File: config.mk
export PLATFORM = sky130hd
export DESIGN_NAME = seven_seg_scanner
export DESIGN_NICKNAME = d
export VERILOG_FILES = /design/src/rtl/seven_seg_scanner_pkg.sv /design/src/rtl/seven_seg_scanner_divider.sv /design/src/rtl/seven_seg_scanner.sv
export SDC_FILE = /design/constraint.sdc
export NUM_CORES = 1
export LEC_CHECK = 0
export CAP_MARGIN = 20
export CELL_PAD_IN_SITES_DETAIL_PLACEMENT = 1
export CELL_PAD_IN_SITES_GLOBAL_PLACEMENT = 1
export CORE_MARGIN = 2
export CORE_UTILIZATION = 37
export CTS_CLUSTER_DIAMETER = 120
export DETAILED_ROUTE_END_ITERATION = 7
export GPL_TIMING_DRIVEN = 0
export PLACE_DENSITY = 0.86
export SLEW_MARGIN = 20
export SYNTH_ARGS = -nofsm -noshare
export SYNTH_HDL_FRONTEND = slang
export SYNTH_SLANG_ARGS = --single-unit
File: constraint.sdc
create_clock -name clk -period 1.71 [get_ports clk]
set_input_delay 0.171 -clock clk [delete_from_list [all_inputs] [get_ports clk]]
set_output_delay 0.171 -clock clk [all_outputs]
set_load 0.05 [all_outputs]
File: src/rtl/seven_seg_scanner_pkg.sv
// Shared constants for the 7-segment scan path (digit width, blank code, slot phase).
// Optional build macro used by the top: LEADING_ZERO_BLANK_EN.
package seven_seg_scanner_pkg;

    localparam int unsigned DIGIT_W = 4;
    localparam logic [DIGIT_W-1:0] BLANK_CODE = 4'hF;

    // Phase of the current digit slot: anodes forced off, or selected digit lit.
    typedef enum logic {
        PH_DEAD = 1'b0,
        PH_LIT  = 1'b1
    } slot_phase_e;

    // All anodes released (active-low enables).
    function automatic logic anode_off_bit();
        return 1'b1;
    endfunction

endpackage

File: src/rtl/seven_seg_scanner_divider.sv
// Slot timer for the scanner: divides clk into digit slots and walks the digit index.
// Flags the frame boundary (last cycle of the last slot) and the dead-time phase.
module scan_divider
    import seven_seg_scanner_pkg::*;
#(
    parameter int unsigned NUM_DIGITS  = 4,
    parameter int unsigned REFRESH_DIV = 50000,
    parameter int unsigned DEAD_CYCLES = 500,
    parameter int unsigned IDX_W       = (NUM_DIGITS > 1) ? $clog2(NUM_DIGITS) : 1
) (
    input  logic             clk,
    input  logic             rst_n,
    output logic [IDX_W-1:0] idx_o,
    output logic             boundary_o,
    output slot_phase_e      phase_o
);

    localparam int unsigned CNT_W = (REFRESH_DIV > 1) ? $clog2(REFRESH_DIV) : 1;
    localparam logic [CNT_W-1:0] CNT_MAX  = CNT_W'(REFRESH_DIV - 1);
    localparam logic [CNT_W-1:0] DEAD_CNT = CNT_W'(DEAD_CYCLES);
    localparam logic [IDX_W-1:0] IDX_MAX  = IDX_W'(NUM_DIGITS - 1);

    logic [CNT_W-1:0] div_cnt_q, div_cnt_d;
    logic [IDX_W-1:0] idx_q, idx_d;

    always_comb begin
        div_cnt_d = div_cnt_q + 1'b1;
        idx_d     = idx_q;
        if (div_cnt_q == CNT_MAX) begin
            div_cnt_d = '0;
            idx_d     = (idx_q == IDX_MAX) ? '0 : idx_q + 1'b1;
        end
    end

    always_ff @(posedge clk) begin
        if (!rst_n) begin
            div_cnt_q <= '0;
            idx_q     <= '0;
        end else begin
            div_cnt_q <= div_cnt_d;
            idx_q     <= idx_d;
        end
    end

    assign idx_o      = idx_q;
    assign boundary_o = (div_cnt_q == CNT_MAX) && (idx_q == IDX_MAX);
    assign phase_o    = (div_cnt_q < DEAD_CNT) ? PH_DEAD : PH_LIT;

endmodule

File: src/rtl/seven_seg_scanner.sv
// Time-multiplexed 7-segment scan driver with double-buffered BCD frame and anode dead-time.
// Build macro LEADING_ZERO_BLANK_EN enables suppression of leading zero digits.
module seven_seg_scanner
    import seven_seg_scanner_pkg::*;
#(
    parameter int unsigned NUM_DIGITS  = 4,
    parameter int unsigned REFRESH_DIV = 50000,
    parameter int unsigned DEAD_CYCLES = 500
) (
    input  logic                          clk,
    input  logic                          rst_n,
    input  logic [DIGIT_W*NUM_DIGITS-1:0] digits_in,
    input  logic                          load,
    input  logic [NUM_DIGITS-1:0]         blank_mask,
    output logic [DIGIT_W-1:0]            digit_out,
    output logic [NUM_DIGITS-1:0]         anode_n,
    output logic                          frame_done,
    output logic                          pending
);

    localparam int unsigned IDX_W = (NUM_DIGITS > 1) ? $clog2(NUM_DIGITS) : 1;
    localparam int unsigned FRM_W = DIGIT_W * NUM_DIGITS;

    logic [IDX_W-1:0] idx;
    logic             boundary;
    slot_phase_e      phase;

    scan_divider #(
        .NUM_DIGITS  (NUM_DIGITS),
        .REFRESH_DIV (REFRESH_DIV),
        .DEAD_CYCLES (DEAD_CYCLES),
        .IDX_W       (IDX_W)
    ) u_div (
        .clk        (clk),
        .rst_n      (rst_n),
        .idx_o      (idx),
        .boundary_o (boundary),
        .phase_o    (phase)
    );

    logic [FRM_W-1:0]      shadow_q, shadow_d;
    logic [FRM_W-1:0]      active_q, active_d;
    logic                  pending_q, pending_d;
    logic [DIGIT_W-1:0]    digit_q, digit_d;
    logic [NUM_DIGITS-1:0] anode_q, anode_d;
    logic                  frame_done_q, frame_done_d;
    logic [NUM_DIGITS-1:0] lz_mask;

    // A load landing on the boundary cycle bypasses the shadow so it is not lost.
    always_comb begin
        shadow_d  = shadow_q;
        active_d  = active_q;
        pending_d = pending_q;
        if (boundary) begin
            if (load) begin
                active_d = digits_in;
            end else if (pending_q) begin
                active_d = shadow_q;
            end
            pending_d = 1'b0;
        end else if (load) begin
            shadow_d  = digits_in;
            pending_d = 1'b1;
        end
    end

`ifdef LEADING_ZERO_BLANK_EN
    // Walk from the top digit down; digit 0 is never suppressed.
    always_comb begin
        logic seen_nz;
        int unsigned k;
        lz_mask = '0;
        seen_nz = 1'b0;
        for (int unsigned j = 0; j < NUM_DIGITS - 1; j++) begin
            k = NUM_DIGITS - 1 - j;
            if (active_q[k*DIGIT_W +: DIGIT_W] != '0) begin
                seen_nz = 1'b1;
            end else if (!seen_nz) begin
                lz_mask[k] = 1'b1;
            end
        end
    end
`else
    assign lz_mask = '0;
`endif

    always_comb begin
        digit_d      = BLANK_CODE;
        anode_d      = {NUM_DIGITS{anode_off_bit()}};
        frame_done_d = boundary;
        for (int unsigned k = 0; k < NUM_DIGITS; k++) begin
            if (IDX_W'(k) == idx) begin
                digit_d = (blank_mask[k] || lz_mask[k]) ? BLANK_CODE
                                                        : active_q[k*DIGIT_W +: DIGIT_W];
                if (phase == PH_LIT) begin
                    anode_d[k] = 1'b0;
                end
            end
        end
    end

    always_ff @(posedge clk) begin
        if (!rst_n) begin
            shadow_q     <= '1;
            active_q     <= '1;
            pending_q    <= 1'b0;
            digit_q      <= BLANK_CODE;
            anode_q      <= '1;
            frame_done_q <= 1'b0;
        end else begin
            shadow_q     <= shadow_d;
            active_q     <= active_d;
            pending_q    <= pending_d;
            digit_q      <= digit_d;
            anode_q      <= anode_d;
            frame_done_q <= frame_done_d;
        end
    end

    assign digit_out  = digit_q;
    assign anode_n    = anode_q;
    assign frame_done = frame_done_q;
    assign pending    = pending_q;

endmodule

After elaboration in Yosys (flattened, before gate mapping). Index checks and enable logic that the tools add are counted.

Word-level logic and storage cells: 44. Output and inout port bits: 10. Flip-flop bits (word level): 60. Input port bits: 23.

$add $sub $neg: 2. Equal/unequal tests: 5. Bitwise gates (word level): 2. Order comparisons: 1. Multiplexer cells: 12. Reductions and logical operators: 11.

Operators with widths (count): 16-bit 2-to-1 mux (2); 4-bit 2-to-1 mux (8); 16-bit by 1-bit adder with 16-bit output, second input constant (1); 16-bit == test, second input constant (1); 16-bit by 9-bit < comparator with 1-bit output, second input constant (1); 2-bit AND reduction (6); 2-bit == test, first input constant (2); 2-bit OR reduction (2); 2-bit by 1-bit adder with 2-bit output, second input constant (1); 1-bit by 2-bit == test with 1-bit output, first input constant (1); 2-bit == test, second input constant (1); 2-bit zero test (1); 2-bit 2-to-1 mux (1); 1-bit inverter (2); 2-bit nonzero test (1); 1-bit logical AND (1); 1-bit 2-to-1 mux (1).

Logic depth before layout (Yosys ltp).
Depth after elaboration: 5. Depth in mapped cells: 7. Gate-level depth less buffers: 6.

Hierarchy. A second synthesis with hierarchy kept.

Cells, all modules: 287. Area total of the unflattened synthesis: 2576.2 um2.

Modules (own cells, without submodules): seven_seg_scanner (cells an instance 191, instances 1, area each 1706.6 um2, sequential area each 840.8 um2); scan_divider (cells an instance 96, instances 1, area each 869.6 um2, sequential area each 360.3 um2).

Least setup slack after synthesis. Ideal clock, no wire load.

Kind: reg-to-reg. Start point: register u_div.div_cnt_q[0]. End point: register shadow_q[10]. Data arrival time: 1.618 ns. Setup time: 0.144 ns. Path slack: -0.052 ns. Cell stages (with the launch flop): 8. Period minus slack after synthesis: 1.762 ns. Path buffers: 2. Data required time: 1.566 ns. Cell sequence: dfxtp_1 ha_1 and3_1 and4_1 buf_2 a21boi_2 buf_2 o221ai_1.

Cells in the longest elaborated chain, start to end: 4.

Ends and longest elaborated chain: from (decl) (line seven_seg_scanner_divider.sv:23) `logic [CNT_W-1:0] div_cnt_q, div_cnt_d;`; from (signal assigned) (line seven_seg_scanner_divider.sv:40) `div_cnt_q <= div_cnt_d;`; 16-bit == test (line seven_seg_scanner_divider.sv:46) `assign boundary_o = (div_cnt_q == CNT_MAX) && (idx_q == IDX_MAX);`; 1-bit logical AND (line seven_seg_scanner_divider.sv:46); 1-bit inverter (no source line); 2-bit AND reduction (no source line); to (signal assigned) (line seven_seg_scanner.sv:111) `shadow_q <= shadow_d;`; to (decl) (line seven_seg_scanner.sv:41) `logic [FRM_W-1:0] shadow_q, shadow_d;`.

No other way between the ends. A chain may end at the register's enable or synchronous reset.

Worst setup path after layout.
Start point: register u_div.div_cnt_q[11]. End point: register active_q[6].

Cells in the longest elaborated chain, start to end: 3.

Ends and longest elaborated chain: 16-bit == test (line seven_seg_scanner_divider.sv:46); 1-bit logical AND (line seven_seg_scanner_divider.sv:46); 2-bit AND reduction (no source line); to (signal assigned) (line seven_seg_scanner.sv:112) `active_q <= active_d;`; to (decl) (line seven_seg_scanner.sv:42) `logic [FRM_W-1:0] active_q, active_d;`.

No other way between the ends.

==> metrics.md <==
| Metric | Value |
|---|---|
| Pre-CTS WS | -0.462 ns |
| # nets final | 388 |
| Top FF cell, synth | dfxtp_1 |
| Setup_tns | -0.103 ns |
| DP Area | between 0.002 and 0.003 mm^2 |
| Top cells by count, synth | dfxtp_1, o21ai_0, nand2_1 |
| WS Path Type | flop to flop |
| Row cnt | 30 |
| EDFF count, synth | 0 |
| Cts bufs inserted | 9 |
| Area fraction of the dominant cell type after synthesis | between 40% and 50% |
| Fin crit share | 104% |
| Vias in the first global route | about 2400 |
| Final-report hold violation count | 0 |
| Clock Power Share | a little under 50% |
| Fmax | ~560 MHz |
| Leakage | approximately 1.4 nW |
| CTS root buffer | clkbuf_8 |
| Least-Margin Pin Slew | ~0.55 ns |
| Bufs on Longest Clock Path | 2 |
| Number of synthesized register bits | 60 |
| Die Width | 86.9 um |
| PnR worst setup slack | -0.0702 ns |
| Crit path DAT | 1.99 ns |
| Skew-Pair Late Insertion Delay | 0.36 ns |
| VDD IR-drop max | a little over 0.5 mV |
| Cell with the most instances after synthesis | dfxtp_1 |
| Yosys warns | 0 |
| Outcome | complete, but fails checks |
| I/O pins | 33 |
| GRT Util Overall | between 15 and 20% |
| Initial antenna violation count | 0 |
| Detail Placement HPWL | approximately 4800 um |
| Req. time, crit path | between 1.5 and 2 ns |
| Routed WL per cell | 18.5 um |
| Die Y | between 80 and 90 um |
| Failing checks | negative setup slack |
| I/O Buffers | 31 |
| Area growth syn-to-layout | 38.9% |
| Syn Area/Cell | approximately 8.3 um^2 |
| Relative slew margins | between 60% and 70% |
| Core area | 0.00672 mm^2 |
| Worst reg-to-reg setup slack | -0.07 ns |
| Via density | between 5 and 6 |
| CP endpoint kind | flop |
| Inst Count DP | 416 |
| Mapped Area | approximately 0.0025 mm^2 |
| Yosys top cell by area | dfxtp_1 |
| Gr ovfl total | 0 |
| H-tree levels | 3 |
| Layout cells sized above 1 | 21.6% |
| Post-synth ARST share | 0% |
| P_int | 2.49 mW |
| Worst-path clk slew | roughly 0.070 ns |
| Combinational fraction of design power | under 10% |
| Fin Hold WS | 0.339 ns |
| Routed Antenna Nets | 0 |
| First-pass GRT wire length | approximately 12000 um |
| Synth Instances | just over 300 |
| Final Instance Area | between 0.003 and 0.004 mm^2 |
| DRC Markers | 0 |
| Worst-path fanout max | 10 |
| Vias | approximately 2500 |
| Sw Ratio | between 20% and 30% |
| Switch Pwr | 0.730 mW |
| Worst Skew | ~0.0095 ns |
| HP Class | input pin to flop |
| Die area | about 0.0076 mm^2 |
| Post-Layout Cell Count | roughly 450 |
| Ant. Diodes | 0 |
| Tmin final | 1.78 ns |
| Seq/Total Area, Yosys | between 40 and 50% |
| Unrepaired setup endpoints after global routing | true |
| TritonCTS clock tree | yes |
| Crit start category | flop |
| DRT Pass-1 Iters | 4 |
| Largest net degree at the start of global routing | 11 |
| Synthesized Nets | between 300 and 400 |
| WL final | between 8000 and 9000 um |
| Initial Util | a little under two fifths |
| MaxCap Viol Count | 0 |
| Initial DRC count | 123 |
| Synth area leaders | dfxtp_1, o21ai_0, o221ai_1, nand2_1, nor2_1 |
| Number of library cell types mapped by synthesis | 33 |
| Register share of total power | 45.0% |
| Sink Count | 60 |
| Setup-failing EPs final | 4 |
| Power density over the cells | 910 mW/mm^2 |
| Pins Over Slew Limit | 0 |
| GPL Wtd Cong | ~0.77 |
==> placed cells by master (no fill, tap or decap), types with 6 or more instances in the layout <==
master and n:
clkbuf_8 9, buf_4 15, inv_1 19, clkbuf_1 11
a21oi_1 20, nor2_1 27, dfxtp_1 46, clkdlybuf4s50_1 30
xnor2_1 6, nand2_1 28, nor3_2 10, o21ai_0 35
o221ai_1 15, dfxtp_2 9, o21ai_1 7, nor3_1 8
xor2_1 6
==> metrics by stage <==
stage	util, %	power [mW]
6_report	52.6	3.22
5_1_grt	52.6	3.29
4_1_cts	49.2	3.18
3_5_place_dp	44.0	1.67
3_3_place_gp	44.0	1.66
2_1_floorplan	-	1.58
==> path summary, 6_finish.rpt <==
kind / startpoint / endpoint / depth (start not counted)
max: u_div.div_cnt_q[11]$_SDFF_PP0_ / active_q[6]$_SDFFE_PN1P_ / 6
min reg2reg: u_div.div_cnt_q[0]$_SDFF_PP0_ / u_div.div_cnt_q[0]$_SDFF_PP0_ / 1
min: load / shadow_q[15]$_SDFFE_PN1P_ / 3
max reg2reg: u_div.div_cnt_q[11]$_SDFF_PP0_ / active_q[6]$_SDFFE_PN1P_ / 6
==> worst max-delay path, stage by stage, from the launching register on <==
cell and delay [ns]:
dfxtp_2 0.36, nor4_4 0.34, nand4_1 0.17, buf_4 0.19, buf_4 0.20, nor3_1 0.26, o21ai_1 0.13
==> logic make-up after synthesis <==
| group | count (synthesis) | synth area share, % |
|---|---|---|
| compound gates | 86 | 20.5 |
| xor+xnor | 12 | 4.13 |
| fa+ha+maj | 5 | 2.46 |
| buf+inv | 38 | 5.80 |
| flops | 60 | 47.2 |
| simple gates | 104 | 20.0 |
==> routing by layer <==
layer	wire length (um)	part of all wire (%)	track usage, %	vias up
met4	191	2.3	8.10	0
met1	3590	43	25.3	1257
met3	320	3.9	4.74	16
li1	-	-	-	1193
met5	0	0	0	-
met2	4150	50	32.4	65
==> sequential cells by signal (all words and copies together) (netlist names) <==
| register | flops |
|---|---|
| active_q | 16 |
| shadow_q | 16 |
| u_div.div_cnt_q | 16 |
| anode_n | 4 |
| digit_out | 4 |
| u_div.idx_o | 2 |
| frame_done | 1 |
| pending | 1 |
==> final cells by class <==
class | count | area [um^2]
multi-input cells | 207 | 1380
fillers | 770 | 3180
plain buffers | 18 | 108
clock buffers | 11 | 131
flip-flops and latches | 60 | 1230
clock inverters | 5 | 100
well taps | 80 | 100
repair buffers | 44 | 410
inverters | 20 | 76.3
==> power groups by stage <==
| stage | combinational (mW) | sequential [mW] | clock, mW |
|---|---|---|---|
| 4_1_cts | 0.199 | 1.45 | 1.54 |
| 6_report | 0.222 | 1.45 | 1.55 |
| 5_1_grt | 0.242 | 1.45 | 1.60 |
| 3_5_place_dp | 0.190 | 1.48 | 0 |
| 2_1_floorplan | 0.0976 | 1.48 | 0 |
| 3_3_place_gp | 0.183 | 1.47 | 0 |
==> what timing repair did <==
action | CTS | global route
hold buffers | 0 | 0
pin swaps | 2 | 7
buffers inserted | 2 | 10
endpoints found under the hold margin | 0 | 0
endpoints found under the setup margin | 52 | 51
resized for setup | 32 | 44
gates cloned | 0 | 1
No activity file was read; power rests on OpenSTA's default activity.
==> RTL change 1 (same settings) <==
Add a define of `LEADING_ZERO_BLANK_EN`.
--- a/src/rtl/seven_seg_scanner.sv
+++ b/src/rtl/seven_seg_scanner.sv
@@ -1,5 +1,7 @@
 // Time-multiplexed 7-segment scan driver with double-buffered BCD frame and anode dead-time.
 // Build macro LEADING_ZERO_BLANK_EN enables suppression of leading zero digits.
+`define LEADING_ZERO_BLANK_EN
+
 module seven_seg_scanner
     import seven_seg_scanner_pkg::*;
 #(
Check against the original RTL: no difference found for any inputs over 10 cycles, from zero or initial values and one cycle with rst_n low; that may be too few to reach the edited logic, so the function may still have changed.
==> RTL change 1 against the unedited design <==
The run still ends with setup timing left. Combinational power up 32%. Setup slack worse by 0.31 ns. Final area up 15%. Via count up 17%. Total power down 5.7%. Sequential cell count unchanged. Synthesized area up 4.3%. Routed wire length up 38%. Critical endpoint is now u_div.idx_o[0].
==> RTL change 1: results (changes against the unedited design) <==
Final setup fails -> 52 (+48)
Leakage power -> 1.52 nW (+11%)
Post-synthesis compound-gate area fraction -> 22.8% (+2.3 points)
Failing checks -> setup timing
Met1 wire length -> 4.38 mm (+22%)
Synth area leaders -> dfxtp_1, o21ai_0, nor3_1
Setup Slack @ Placement -> -0.664 ns (-0.202 ns)
Sequential share of the synthesized area -> 45.3% (-1.9 points)
DR vias -> 2954 (+17%)
Setup slack after layout -> -0.384 ns (-0.314 ns)
CP startpoint -> u_div.div_cnt_q[4]
Outcome -> finished with violations
DR WL met2 -> 5.76 mm (+39%)
Largest net degree at the start of global routing -> 12 (+1)
Placed insts -> 448 (+7.7%)
Grt met1 use -> 29.4% (+4.1 points)
Crit-path max FO -> 8 (-2)
Synth cell types -> 35 (+6.1%)
Layout Cells excl Fill -> 489 (+9.9%)
Fill cell count -> 761 (-1.2%)
Met3 WL -> 709 um (+120%)
Maximum vdd drop -> 0.473 mV (-8.4%)
Drt total wl -> 11.4 mm (+38%)
Slowest stage delay, CP -> 0.51 ns (+0.15 ns)
Hold EP -> u_div.div_cnt_q[0]
[RTL change 1: changes by cell type after synthesis, moves of 4 or more]
cell and delta:
o311ai_0 +5, and2_1 +6, o21bai_1 +8, nand2_1 -6, a211oi_1 +4, o221ai_1 -4
o21ai_1 -6, o21ai_0 +6, or4_1 +6, o311a_1 -4
[RTL change 1: area by class of cell]
| cell class | count | area [sq um] | share of cell area [%] |
|---|---|---|---|
| Buffer | 17 | 164 | 4.04 |
| Clock buffer | 9 | 124 | 3.05 |
| Clock inverter | 7 | 67.6 | 1.67 |
| Inverter | 21 | 78.8 | 1.94 |
| Multi-Input combinational cell | 221 | 1750 | 43.0 |
| Sequential cell | 60 | 1220 | 30.0 |
| Tap cell | 96 | 120 | 2.96 |
| Timing Repair Buffer | 58 | 541 | 13.3 |
[RTL change 1: what timing repair did]
item,CTS,global route
setup buffers,9,13
gates resized for setup,92,57
gates cloned,3,1
pin swaps,33,22
setup endpoints to repair,56,57
[RTL change 1: power by group through the flow]
stage | clock network (mW) | logic [mW] | registers [mW]
floorplan | 0 | 0.103 | 1.48
global placement | 0 | 0.193 | 1.47
detailed placement | 0 | 0.202 | 1.48
CTS | 1.27 | 0.238 | 1.45
global route | 1.36 | 0.310 | 1.45
finish | 1.29 | 0.292 | 1.45
[RTL change 1: worst max-delay path: cells and delay by family (launching register included)]
kind            cells  cell delay (ns)
simple gates        2             0.89
compound gates      2             0.42
flops               1             0.34
buf+inv             2             0.31
[RTL change 1: through the flow]
| step | instance area [sq um] | utilization, % |
|---|---|---|
| 2_1_floorplan | 2710 | - |
| 3_3_place_gp | 3150 | 45.8 |
| 3_5_place_dp | 3150 | 45.8 |
| 4_1_cts | 3750 | 54.5 |
| 5_1_grt | 4060 | 59.1 |
| 6_report | 4060 | 59.1 |
==> RTL change 2 (same flow settings) <==
Without the edit above. Remove the register `anode_q`: a continuous assignment takes its place, so the output `anode_n` follows one clock earlier.
--- a/src/rtl/seven_seg_scanner.sv
+++ b/src/rtl/seven_seg_scanner.sv
@@ -105,17 +105,17 @@
             active_q     <= '1;
             pending_q    <= 1'b0;
             digit_q      <= BLANK_CODE;
-            anode_q      <= '1;
             frame_done_q <= 1'b0;
         end else begin
             shadow_q     <= shadow_d;
             active_q     <= active_d;
             pending_q    <= pending_d;
             digit_q      <= digit_d;
-            anode_q      <= anode_d;
             frame_done_q <= frame_done_d;
         end
     end
+
+    assign anode_q = anode_d;
 
     assign digit_out  = digit_q;
     assign anode_n    = anode_q;
Formal check against the unedited RTL: no difference found for any inputs over 10 cycles, from zero or initial values and one cycle with rst_n low; that may be too few to reach the edited logic, so the function may still have changed.
==> RTL change 2 against the unedited design <==
The flow still finishes with violations (setup timing). Hold slack improved by 0.12 ns. Utilization increased by 0.74 points. Global-route usage up 0.80 points. Total power decreased by 26%. Routed wire length is 6.5% lower. Sequential cell count fell by 4. Combinational power increased by 18%. Synthesized area grew 2.0%. Non-clock buffer count stayed put. Final area rose by 2.5%. Setup slack got worse by 0.26 ns. Critical endpoint is now active_q[15]. Largest cell class unchanged.
==> RTL change 2: results (changes against the unedited design) <==
Seq Cell Count -> 56 (-6.7%)
Cts bufs inserted -> 5 (-4)
Logic inverters -> 5 (-75%)
Leakage power -> 1.29 nW (-5.4%)
Routed vias/inst -> 5.20 (-8.5%)
Synth Area in Adders -> 2.41% (-0.049 points)
CTS clk-pin slew, worst paths -> 0.10 ns (+0.03 ns)
Largest net degree at the start of global routing -> 17 (+6)
Initial DRC count -> 99 (-20%)
Worst-margin pin slew -> 0.831 ns (+0.279 ns)
All-layer global routing usage -> 20.7% (+0.80 points)
Clock-cell share -> 2.59% (-4.0 points)
Worst-Skew Late Latency -> 0.32 ns (-0.04 ns)
TNS Setup -> -12.54 ns (-12.44 ns)
Post-synthesis compound-gate area fraction -> 12.6% (-7.8 points)
Final HPWL from detailed placement -> 4.86 mm (+1.6%)
Sequential share of the synthesized area -> 43.2% (-4.0 points)
Fill cell count -> 765 (-0.65%)
Layout Cells excl Fill -> 438 (-1.6%)
Setup slack after layout -> -0.334 ns (-0.263 ns)
Final setup skew -> 0.0139 ns (+0.00438 ns)
Fraction of area in registers -> 31.3% (-3.6 points)
Synth Net Count -> 316 (-5.1%)
Tap cell count -> 96 (+20%)
Final setup fails -> 54 (+50)
Layout cell share with drive strength beyond 1 -> 33.0% (+11 points)
H-tree levels -> 2 (-1)
Synth cell types -> 37 (+12%)
Outcome -> finished with violations
NonClk Buf Share -> 17.4% (+2.7 points)
Placed insts -> 415 (-0.24%)
Failing checks -> setup timing
Placed inst area -> 0.00315 sq mm (+6.6%)
Drt total wl -> 7.71 mm (-6.5%)
Final Wtd Congestion -> 0.770 (-0.45%)
Slowest stage delay, CP -> 0.60 ns (+0.24 ns)
Clock buffers -> 7 (-4)
## RTL change 2: cell types whose count changed after synthesis, moves of 3 or more
cell,unedited run,this run
clkbuf_1,14,11
dfxtp_1,60,56
inv_1,19,5
mux2_2,0,16
mux2i_1,0,16
nor3_1,21,18
o21ai_0,36,13
o21ai_1,7,17
o221ai_1,16,0
## RTL change 2: metal layers
| layer | vias up | track usage, % | wire (um) | share of wire (%) |
|---|---|---|---|---|
| li1 | 1118 | - | - | - |
| met1 | 1123 | 25.5 | 3410 | 44 |
| met2 | 32 | 37.5 | 4060 | 53 |
| met3 | 6 | 3.86 | 179 | 2.3 |
| met4 | 0 | 4.34 | 64 | 0.83 |
| met5 | - | 0 | 0 | 0 |
## RTL change 2: repair_timing
item                       in CTS  in global routing
buffers inserted               13                  2
cloned                          3                  0
resized for setup              60                 32
setup endpoints to repair      58                 58
pin swaps                       7                  5
## RTL change 2: worst max-delay path: cells and delay by family, from the launching register on
kind,cells,cell delay (ns)
AO/OA/AOI/OAI,1,0.08
AND/OR/NAND/NOR,3,1.19
flip-flops,1,0.34
buffers and inverters,2,0.29
## RTL change 2: final timing paths
kind / startpoint / to / slack (ns) / cells after the start
max: u_div.div_cnt_q[11] / active_q[15] / -0.33 / 6
max reg2reg: u_div.div_cnt_q[11] / active_q[15] / -0.33 / 6
min reg2reg: shadow_q[2] / shadow_q[2] / 0.48 / 2
min: load / pending / 0.46 / 3
## RTL change 2: where the power goes
part | total [mW] | internal [mW] | leakage (nW) | switching, mW
combinational | 0.261 | 0.144 | 0.788 | 0.117
sequential | 1.36 | 1.33 | 0.461 | 0.0249
clock | 0.768 | 0.330 | 0.0445 | 0.438
